## src/rtl/debounce_pkg.sv

```systemverilog
// Shared types and sizing helpers for the push-button debounce / CE generator.
package debounce_pkg;

    typedef enum logic [2:0] {
        IDLE,
        PRESS_CHK,
        HELD,
        REPEAT,
        RELEASE_CHK
    } state_t;

    // One spare bit above the largest compare value so cnt can never wrap.
    function automatic int unsigned cnt_width(input int unsigned a, input int unsigned b,
                                              input int unsigned c);
        int unsigned m;
        m = a;
        if (b > m) m = b;
        if (c > m) m = c;
        return int'($clog2(m)) + 1;
    endfunction

endpackage

```

## src/rtl/sync_2ff.sv

```systemverilog
// Two-flop synchroniser for a single asynchronous input, cleared to 0 on reset.
module sync_2ff (
    input  logic i_clk,
    input  logic i_rst_n,
    input  logic i_d,
    output logic o_q
);

    logic r_meta;
    logic r_q;

    always_ff @(posedge i_clk or negedge i_rst_n) begin
        if (!i_rst_n) begin
            r_meta <= 1'b0;
            r_q    <= 1'b0;
        end else begin
            r_meta <= i_d;
            r_q    <= r_meta;
        end
    end

    assign o_q = r_q;

endmodule

```

## src/rtl/debounce_ce_gen.sv

```systemverilog
// Debounces a raw push-button and emits one-cycle CE pulses per accepted press,
// plus optional auto-repeat pulses while the button stays held.
module debounce_ce_gen
    import debounce_pkg::*;
#(
    parameter int unsigned DB_CYCLES     = 1_000_000,
    parameter int unsigned REPEAT_EN     = 1,
    parameter int unsigned REPEAT_DELAY  = 50_000_000,
    parameter int unsigned REPEAT_PERIOD = 10_000_000
) (
    input  logic i_clk,
    input  logic i_rst_n,
    input  logic i_btn,
    output logic o_ce,
    output logic o_db_level,
    output logic o_hold
);

    localparam int unsigned   CW      = cnt_width(DB_CYCLES, REPEAT_DELAY, REPEAT_PERIOD);
    localparam logic [CW-1:0] DB_LAST = CW'(DB_CYCLES - 1);
    localparam logic [CW-1:0] RD_LAST = CW'(REPEAT_DELAY - 1);
    localparam logic [CW-1:0] RP_LAST = CW'(REPEAT_PERIOD - 1);
    localparam bit            RPT_ON  = (REPEAT_EN != 0);

    logic          w_btn_s;
    state_t        r_state;
    state_t        w_state_d;
    logic [CW-1:0] r_cnt;
    logic [CW-1:0] w_cnt_d;
    logic          r_ce;
    logic          w_ce_d;
    logic          r_db;
    logic          w_db_d;
    logic          r_hold;
    logic          w_hold_d;

    sync_2ff u_sync (
        .i_clk   (i_clk),
        .i_rst_n (i_rst_n),
        .i_d     (i_btn),
        .o_q     (w_btn_s)
    );

    always_ff @(posedge i_clk or negedge i_rst_n) begin
        if (!i_rst_n) begin
            r_state <= IDLE;
            r_cnt   <= '0;
            r_ce    <= 1'b0;
            r_db    <= 1'b0;
            r_hold  <= 1'b0;
        end else begin
            r_state <= w_state_d;
            r_cnt   <= w_cnt_d;
            r_ce    <= w_ce_d;
            r_db    <= w_db_d;
            r_hold  <= w_hold_d;
        end
    end

    always_comb begin
        w_state_d = r_state;
        w_cnt_d   = r_cnt;
        w_ce_d    = 1'b0;
        w_db_d    = r_db;
        w_hold_d  = r_hold;

        unique case (r_state)
            IDLE: begin
                if (w_btn_s) w_state_d = PRESS_CHK;
            end
            PRESS_CHK: begin
                if (!w_btn_s) begin
                    w_state_d = IDLE;
                end else if (r_cnt == DB_LAST) begin
                    w_state_d = HELD;
                    w_db_d    = 1'b1;
                    w_ce_d    = 1'b1;
                end else begin
                    w_cnt_d = r_cnt + 1'b1;
                end
            end
            HELD: begin
                if (!w_btn_s) begin
                    w_state_d = RELEASE_CHK;
                end else if (RPT_ON && (r_cnt == RD_LAST)) begin
                    w_state_d = REPEAT;
                    w_hold_d  = 1'b1;
                    w_ce_d    = 1'b1;
                end else if (r_cnt != RD_LAST) begin
                    // Without repeat, cnt parks at RD_LAST until release.
                    w_cnt_d = r_cnt + 1'b1;
                end
            end
            REPEAT: begin
                if (!w_btn_s) begin
                    w_state_d = RELEASE_CHK;
                    w_hold_d  = 1'b0;
                end else if (r_cnt == RP_LAST) begin
                    w_cnt_d = '0;
                    w_ce_d  = 1'b1;
                end else begin
                    w_cnt_d = r_cnt + 1'b1;
                end
            end
            RELEASE_CHK: begin
                if (w_btn_s) begin
                    w_state_d = HELD;
                end else if (r_cnt == DB_LAST) begin
                    w_state_d = IDLE;
                    w_db_d    = 1'b0;
                end else begin
                    w_cnt_d = r_cnt + 1'b1;
                end
            end
            default: begin
                w_state_d = IDLE;
            end
        endcase

        if (w_state_d != r_state) w_cnt_d = '0;
    end

    assign o_ce       = r_ce;
    assign o_db_level = r_db;
    assign o_hold     = r_hold;

    a_ce_single: assert property (@(posedge i_clk) disable iff (!i_rst_n) r_ce |=> !r_ce);
    a_hold_state: assert property (@(posedge i_clk) disable iff (!i_rst_n)
                                   r_hold == (r_state == REPEAT));

endmodule

```

## config.mk

```make
export PLATFORM = sky130hd
export DESIGN_NAME = debounce_ce_gen
export DESIGN_NICKNAME = d
export VERILOG_FILES = /design/src/rtl/debounce_pkg.sv /design/src/rtl/sync_2ff.sv /design/src/rtl/debounce_ce_gen.sv
export SDC_FILE = /design/constraint.sdc
export NUM_CORES = 1
export LEC_CHECK = 0
export CAP_MARGIN = 10
export CELL_PAD_IN_SITES_DETAIL_PLACEMENT = 2
export CELL_PAD_IN_SITES_GLOBAL_PLACEMENT = 2
export CORE_MARGIN = 2
export CORE_UTILIZATION = 43
export CTS_CLUSTER_DIAMETER = 80
export DETAILED_ROUTE_END_ITERATION = 10
export DONT_BUFFER_PORTS = 1
export GPL_ROUTABILITY_DRIVEN = 0
export PLACE_DENSITY_LB_ADDON = 0.1
export SLEW_MARGIN = 30
export SYNTH_ARGS = -nofsm -noshare
export SYNTH_HDL_FRONTEND = slang
export SYNTH_HIERARCHICAL = 1
export SYNTH_SLANG_ARGS = --single-unit
```

## constraint.sdc

```tcl
create_clock -name i_clk -period 5.15 [get_ports i_clk]
set_clock_uncertainty 0.05 [all_clocks]
set_input_delay 1.03 -clock i_clk [delete_from_list [all_inputs] [get_ports i_clk]]
set_output_delay 1.03 -clock i_clk [all_outputs]
set_load 0.005 [all_outputs]
```

# Word-level counts from Yosys, hierarchy flattened
# Cells that the tools add are included.
[op_classes]
addsub = 1
eq_ne = 22
n_mux = 35
n_reduce_logical = 7
[ops]
columns = ["op", "count"]
rows = [
  ["$mux 27", 9],
  ["$pmux 27 s4", 1],
  ["$add 27x1->27 const B", 1],
  ["$eq 27x20->1 const B", 1],
  ["$eq 27x24->1 const B", 1],
  ["$eq 27x26->1 const B", 1],
  ["$ne 27x26->1 const B", 1],
  ["$mux 3", 8],
  ["$pmux 3 s5", 1],
  ["$mux 1", 13],
  ["$ne 2x2->1 const B", 5],
  ["$ne 3x2->1 const B", 3],
  ["$ne 3x3->1 const B", 3],
  ["$reduce_and 7->1", 1],
  ["$eq 3x2->1 const B", 2],
  ["$reduce_and 5->1", 1],
  ["$reduce_bool 5->1", 1],
  ["$ne 2x1->1 const B", 2],
  ["$pmux 1 s2", 2],
  ["$reduce_and 4->1", 1],
  ["$reduce_bool 2->1", 2],
  ["$eq 3x1->1 const B", 1],
  ["$eq 3x3->1 const B", 1],
  ["$logic_not 3->1", 1],
  ["other kinds (2)", 2],
]
[word_totals]
regBits = 35
input_bits = 3
output_inout_bits = 3
word_cells = 72

# Longest topological paths before layout
[depth]
ltp_word = 7
ltp_mapped = 9
mapped_depth_nobuf = 7

# Hierarchy
# The synthesis kept the hierarchy.
[by_module_without_submodules]
columns = ["module", "instances", "cells_per_inst", "area_each_um2", "seq_area_each_um2"]
rows = [
  ["debounce_ce_gen", 1, 241, 2109.5, 825.8],
  ["sync_2ff", 1, 2, 50.0, 50.0],
]

# Least setup slack after synthesis
# Ideal clock, no wire load.
[synth_timing]
kind = "register to register"
start = "register r_cnt[16]"
end = "register r_cnt[10]"
setup_ns = 0.126
arrival_ns = 2.203
t_required_ns = 4.974
slack_ns = 2.771
path_stages_with_launch = 9
cell_sequence = "dfrtp_1 buf_6 or3b_1 or4_4 nor3_2 o2bb2ai_1 a32oi_4 buf_6 a21oi_1"
[synth_between]
elab_chain_cells = 7
word_cells_on_any_way = 27
[synth_rtl]
columns = ["item", "line_no", "text"]
rows = [
  ["from (decl)", "debounce_ce_gen.sv:28", "logic [CW-1:0] r_cnt;"],
  ["from (signal assigned)", "debounce_ce_gen.sv:53", "r_cnt <= w_cnt_d;"],
  ["$eq 27x20->1 or $eq 27x26->1 (tied branches)", "debounce_ce_gen.sv:74, debounce_ce_gen.sv:108, debounce_ce_gen.sv:85", ""],
  ["$mux 3, on equally long branches", "debounce_ce_gen.sv:108, debounce_ce_gen.sv:74, debounce_ce_gen.sv:85", ""],
  ["$mux 3, on equally long branches", "debounce_ce_gen.sv:106, debounce_ce_gen.sv:72, debounce_ce_gen.sv:83", ""],
  ["$pmux 3 s5", "debounce_ce_gen.sv:67", "unique case (r_state)"],
  ["$ne 3x3->1", "debounce_ce_gen.sv:120", "if (w_state_d != r_state) w_cnt_d = '0;"],
  ["$ne 3x2->1 (no source line), or another cell as far along", "-", ""],
  ["$reduce_and 7->1 (no source line)", "-", ""],
]
# Several ways; a longest one is shown, not always the timed one. The select of a mux whose other input is x is not followed.
# A chain may end at the register's enable or synchronous reset.

# Final worst setup path
[layout_timing]
start = "register r_cnt[0]"
end = "register r_cnt[11]"
[layout_between]
elab_chain_cells = 7
word_cells_on_any_way = 31
[layout_rtl]
columns = ["item"]
rows = [
  ["parallel branches: the longest is 7 deep, another holds $add 27x1->27"],
]
# Parallel ways; which one is timed is not known. The select of a mux whose other input is x is not followed.

==> results.txt <==
The initial core utilization came out at 45.1%. The number of global-route vias before repair is 2113. The peak fanout along the critical path works out to 27. Among all stages on the critical path, the largest delay is contributed by a32oi_4. The signal on the critical path passes through ha_1, nand4_1, or4_4, nor3_2, o2bb2ai_1, a32oi_4, a21oi_1.

For this run, the register share of the synthesized area comes to 40.6%. In the global route stage, overall resource usage came out at 26.2%. TritonCTS built the clock tree. Max-cap violations in this run came to 0. Measured along the y axis, the die boundary spans 74.9 µm. For the post-detailed-route count of antenna-violating nets, the log shows 0. Setup repair after global routing left no endpoint under its margin. The number of antenna violations at the first check in global routing was 0; the number of register bits inferred by synthesis was 35. The first global-routing pass estimated 11000 µm of wire. For this run, the top clock speed supported by timing is 331 MHz. The tools report the element type at the critical path end as a flop. After detailed routing, the number of remaining DRC violations is 0. Entering global routing, the biggest net connects 36 pins. At the worst endpoint, the arrival time is 3.09 ns.

For this block, the initial DRC count from the detailed router was 117. Leakage power figure: 0.000761 µW. The initialized floorplan defines 25 standard-cell rows. The flow ran to the end, and the final reports show no timing, DRC or antenna violations. For the core outline area, the log shows 4790 µm².

The routed length per placed instance works out to 21.3 µm. The die covers 5600 µm². The clock latency of the later-clocked register in the worst-skew pair is 0.29 ns. The class of the most critical setup path is flop to flop.

Compared with the post-synthesis result, the final layout area differs by 3.88%. The post-synthesis area per instance was 8.89 µm². The worst hold slack across all endpoints was 0.299 ns; the aggregate global routing overflow was 0.

Power per standard cell area: 218 nW/µm². For the number of gates given a new drive strength after cts, the log shows 0. During I/O placement, the number of pins put on the boundary was 6.

Clock-pin transition on the worst setup and hold timing paths: 0.07 ns. At the pin with the least slew margin, the transition time is 0.886 ns. The post-route netlist has 7.63% of its cells at a drive strength greater than 1. The tools report the total standard cell area after synthesis as 2160 µm². Summed over all failing endpoints, the final setup total negative slack is 0 ns. The library cell used most frequently in the layout, excluding fill and tap cells, is dfrtp_1. The final count of pins violating max slew is 0. The required time at the worst-slack endpoint was 5.22 ns; the via count normalized by instance count was 6.52.

In the synthesized netlist the async set-or-reset flop fraction comes to 100%. Leaving out fill and tap cells, the most frequent cells in the layout are dfrtp_1 (35), a21oi_1 (28), nor2_1 (23), o21ai_0 (21). Hold repair after CTS inserted 0 buffers. The total CTS buffers was 5. The maximum number of buffers from clock root to sink was 2; the Yosys warning count was 6. The number of failing hold endpoints at the final stage is 0. The root buffer cell chosen for the clock tree is clkbuf_8. After layout, the minimum clock period comes to 3.02 ns. The ratio of final minimum period to clock period is 58.6%, and the synthesized net count is 247.

The final net count is 241. CTS saw 35 sinks. The run gives 40.5% as the max-slew headroom at the worst pin. The final layout contains routed wiring with a total length of 6460 µm. The number of different library cells used by synthesis comes to 52.

The run gives 4 as the number of iterations in the first detailed-routing pass. The type of the most critical hold path is flop to flop. The horizontal die dimension works out to 74.9 µm. The via count was 1975; the maximum resistive drop on vdd was 82.6 µV.

The number of flops mapped to enable cells by yosys is 0. Once detailed placement completed, the half-perimeter wirelength came to 4550 µm. Synthesis handed over a netlist of 243 instances. The worst setup path is launched from a flop. Number of endpoints failing setup at the final stage: 0. CTS built an H-tree with a depth of 2. The run gives 0 as the number of antenna diodes.

For this run, the leading register cell type out of synthesis is dfrtp_1. The number of buffer cells added on primary ports was 0. The biggest cell delay along the critical path works out to 0.78 ns. The tools report the number of post-CTS setup repair buffers as 0.
-- worst paths after layout --
path | start | endpoint | slack [ns] | cells after the start
min in group asynchronous | i_rst_n | r_cnt[22] | 0.37 | 0
hold reg to reg | u_sync/r_meta | u_sync/o_q | 0.30 | 0
hold / removal | u_sync/r_meta | u_sync/o_q | 0.30 | 0
setup reg to reg | r_cnt[0] | r_cnt[11] | 2.13 | 7
setup / recovery | r_cnt[0] | r_cnt[11] | 2.13 | 7
max in group asynchronous | i_rst_n | r_state[0] | 4.59 | 0
-- power breakdown --
group	switching, µW	internal, µW
clock network	97.2	90.1
logic	14.8	5.82
registers	3.56	277
-- Yosys cell counts, drive strengths merged, types with 4 or more instances --
master / count / share of area [%]
a41oi: 5 / 2.0
nor3: 12 / 3.0
nand2: 11 / 1.9
nor4: 4 / 1.4
a21oi: 28 / 6.5
nand3: 11 / 2.5
xnor2: 4 / 1.6
buf: 9 / 3.0
nor2: 23 / 4.0
dfrtp: 35 / 41
o21ai: 22 / 5.3
or3: 8 / 2.5
nand4b: 6 / 2.4
and4: 6 / 2.4
a31oi: 4 / 1.2
nand4: 7 / 2.0
nand3b: 4 / 1.4
clkbuf: 6 / 1.0
-- routing by layer --
layer | global-route usage (%) | vias to the layer above | share of wire, %
met3 | 4.82 | 11 | 2.1
met1 | 33.8 | 1029 | 47
met2 | 43.9 | 24 | 49
met5 | 0 | - | 0
met4 | 9.13 | 0 | 1.9
li1 | - | 911 | -
-- cells by family (layout without fill, tap and decap cells) --
group	after synthesis	in the layout	share of synthesized area (%)
xor gates and xnor gates	4	4	1.62
AOI/OAI and AO/OA	70	70	20.7
muxes	1	1	0.464
buffers and inverters	18	11	4.58
DFF	35	35	40.6
adders and majority gates	1	1	0.579
and+or+nand+nor	114	114	31.5
-- cell type report --
type | count | area [µm²]
Fill cell | 538 | 2540
Inverter | 3 | 11.3
Tap cell | 67 | 83.8
Multi-Input combinational cell | 190 | 1180
Sequential cell | 35 | 876
Clock buffer | 6 | 72.6
Timing Repair Buffer | 2 | 15.0
-- critical path, delay by kind of cell, from the launching register on --
kind / cells / cell delay [ns]
AO/OA/AOI/OAI: 3 / 1.09
flip-flops: 1 / 0.39
AND/OR/NAND/NOR: 3 / 1.11
adder cells (fa/ha/maj): 1 / 0.21
-- flip-flops by register name, summed over array words and instances (netlist names) --
name / flops
u_sync/o_q: 1
r_state: 3
r_cnt: 27
u_sync/r_meta: 1
o_hold: 1
o_db_level: 1
o_ce: 1
-- through the flow --
stage	worst slack, ns	cells	total power [µW]	util, %	cell area (µm²)
finish	2.13	303	488	46.9	2240
detailed placement	2.10	297	307	45.4	2170
CTS	2.07	303	491	46.9	2240
global route	1.86	303	505	46.9	2240
global placement	2.32	297	305	45.4	2170
floorplan	2.77	243	301	-	2160
Power figures use the tool's default switching activity.
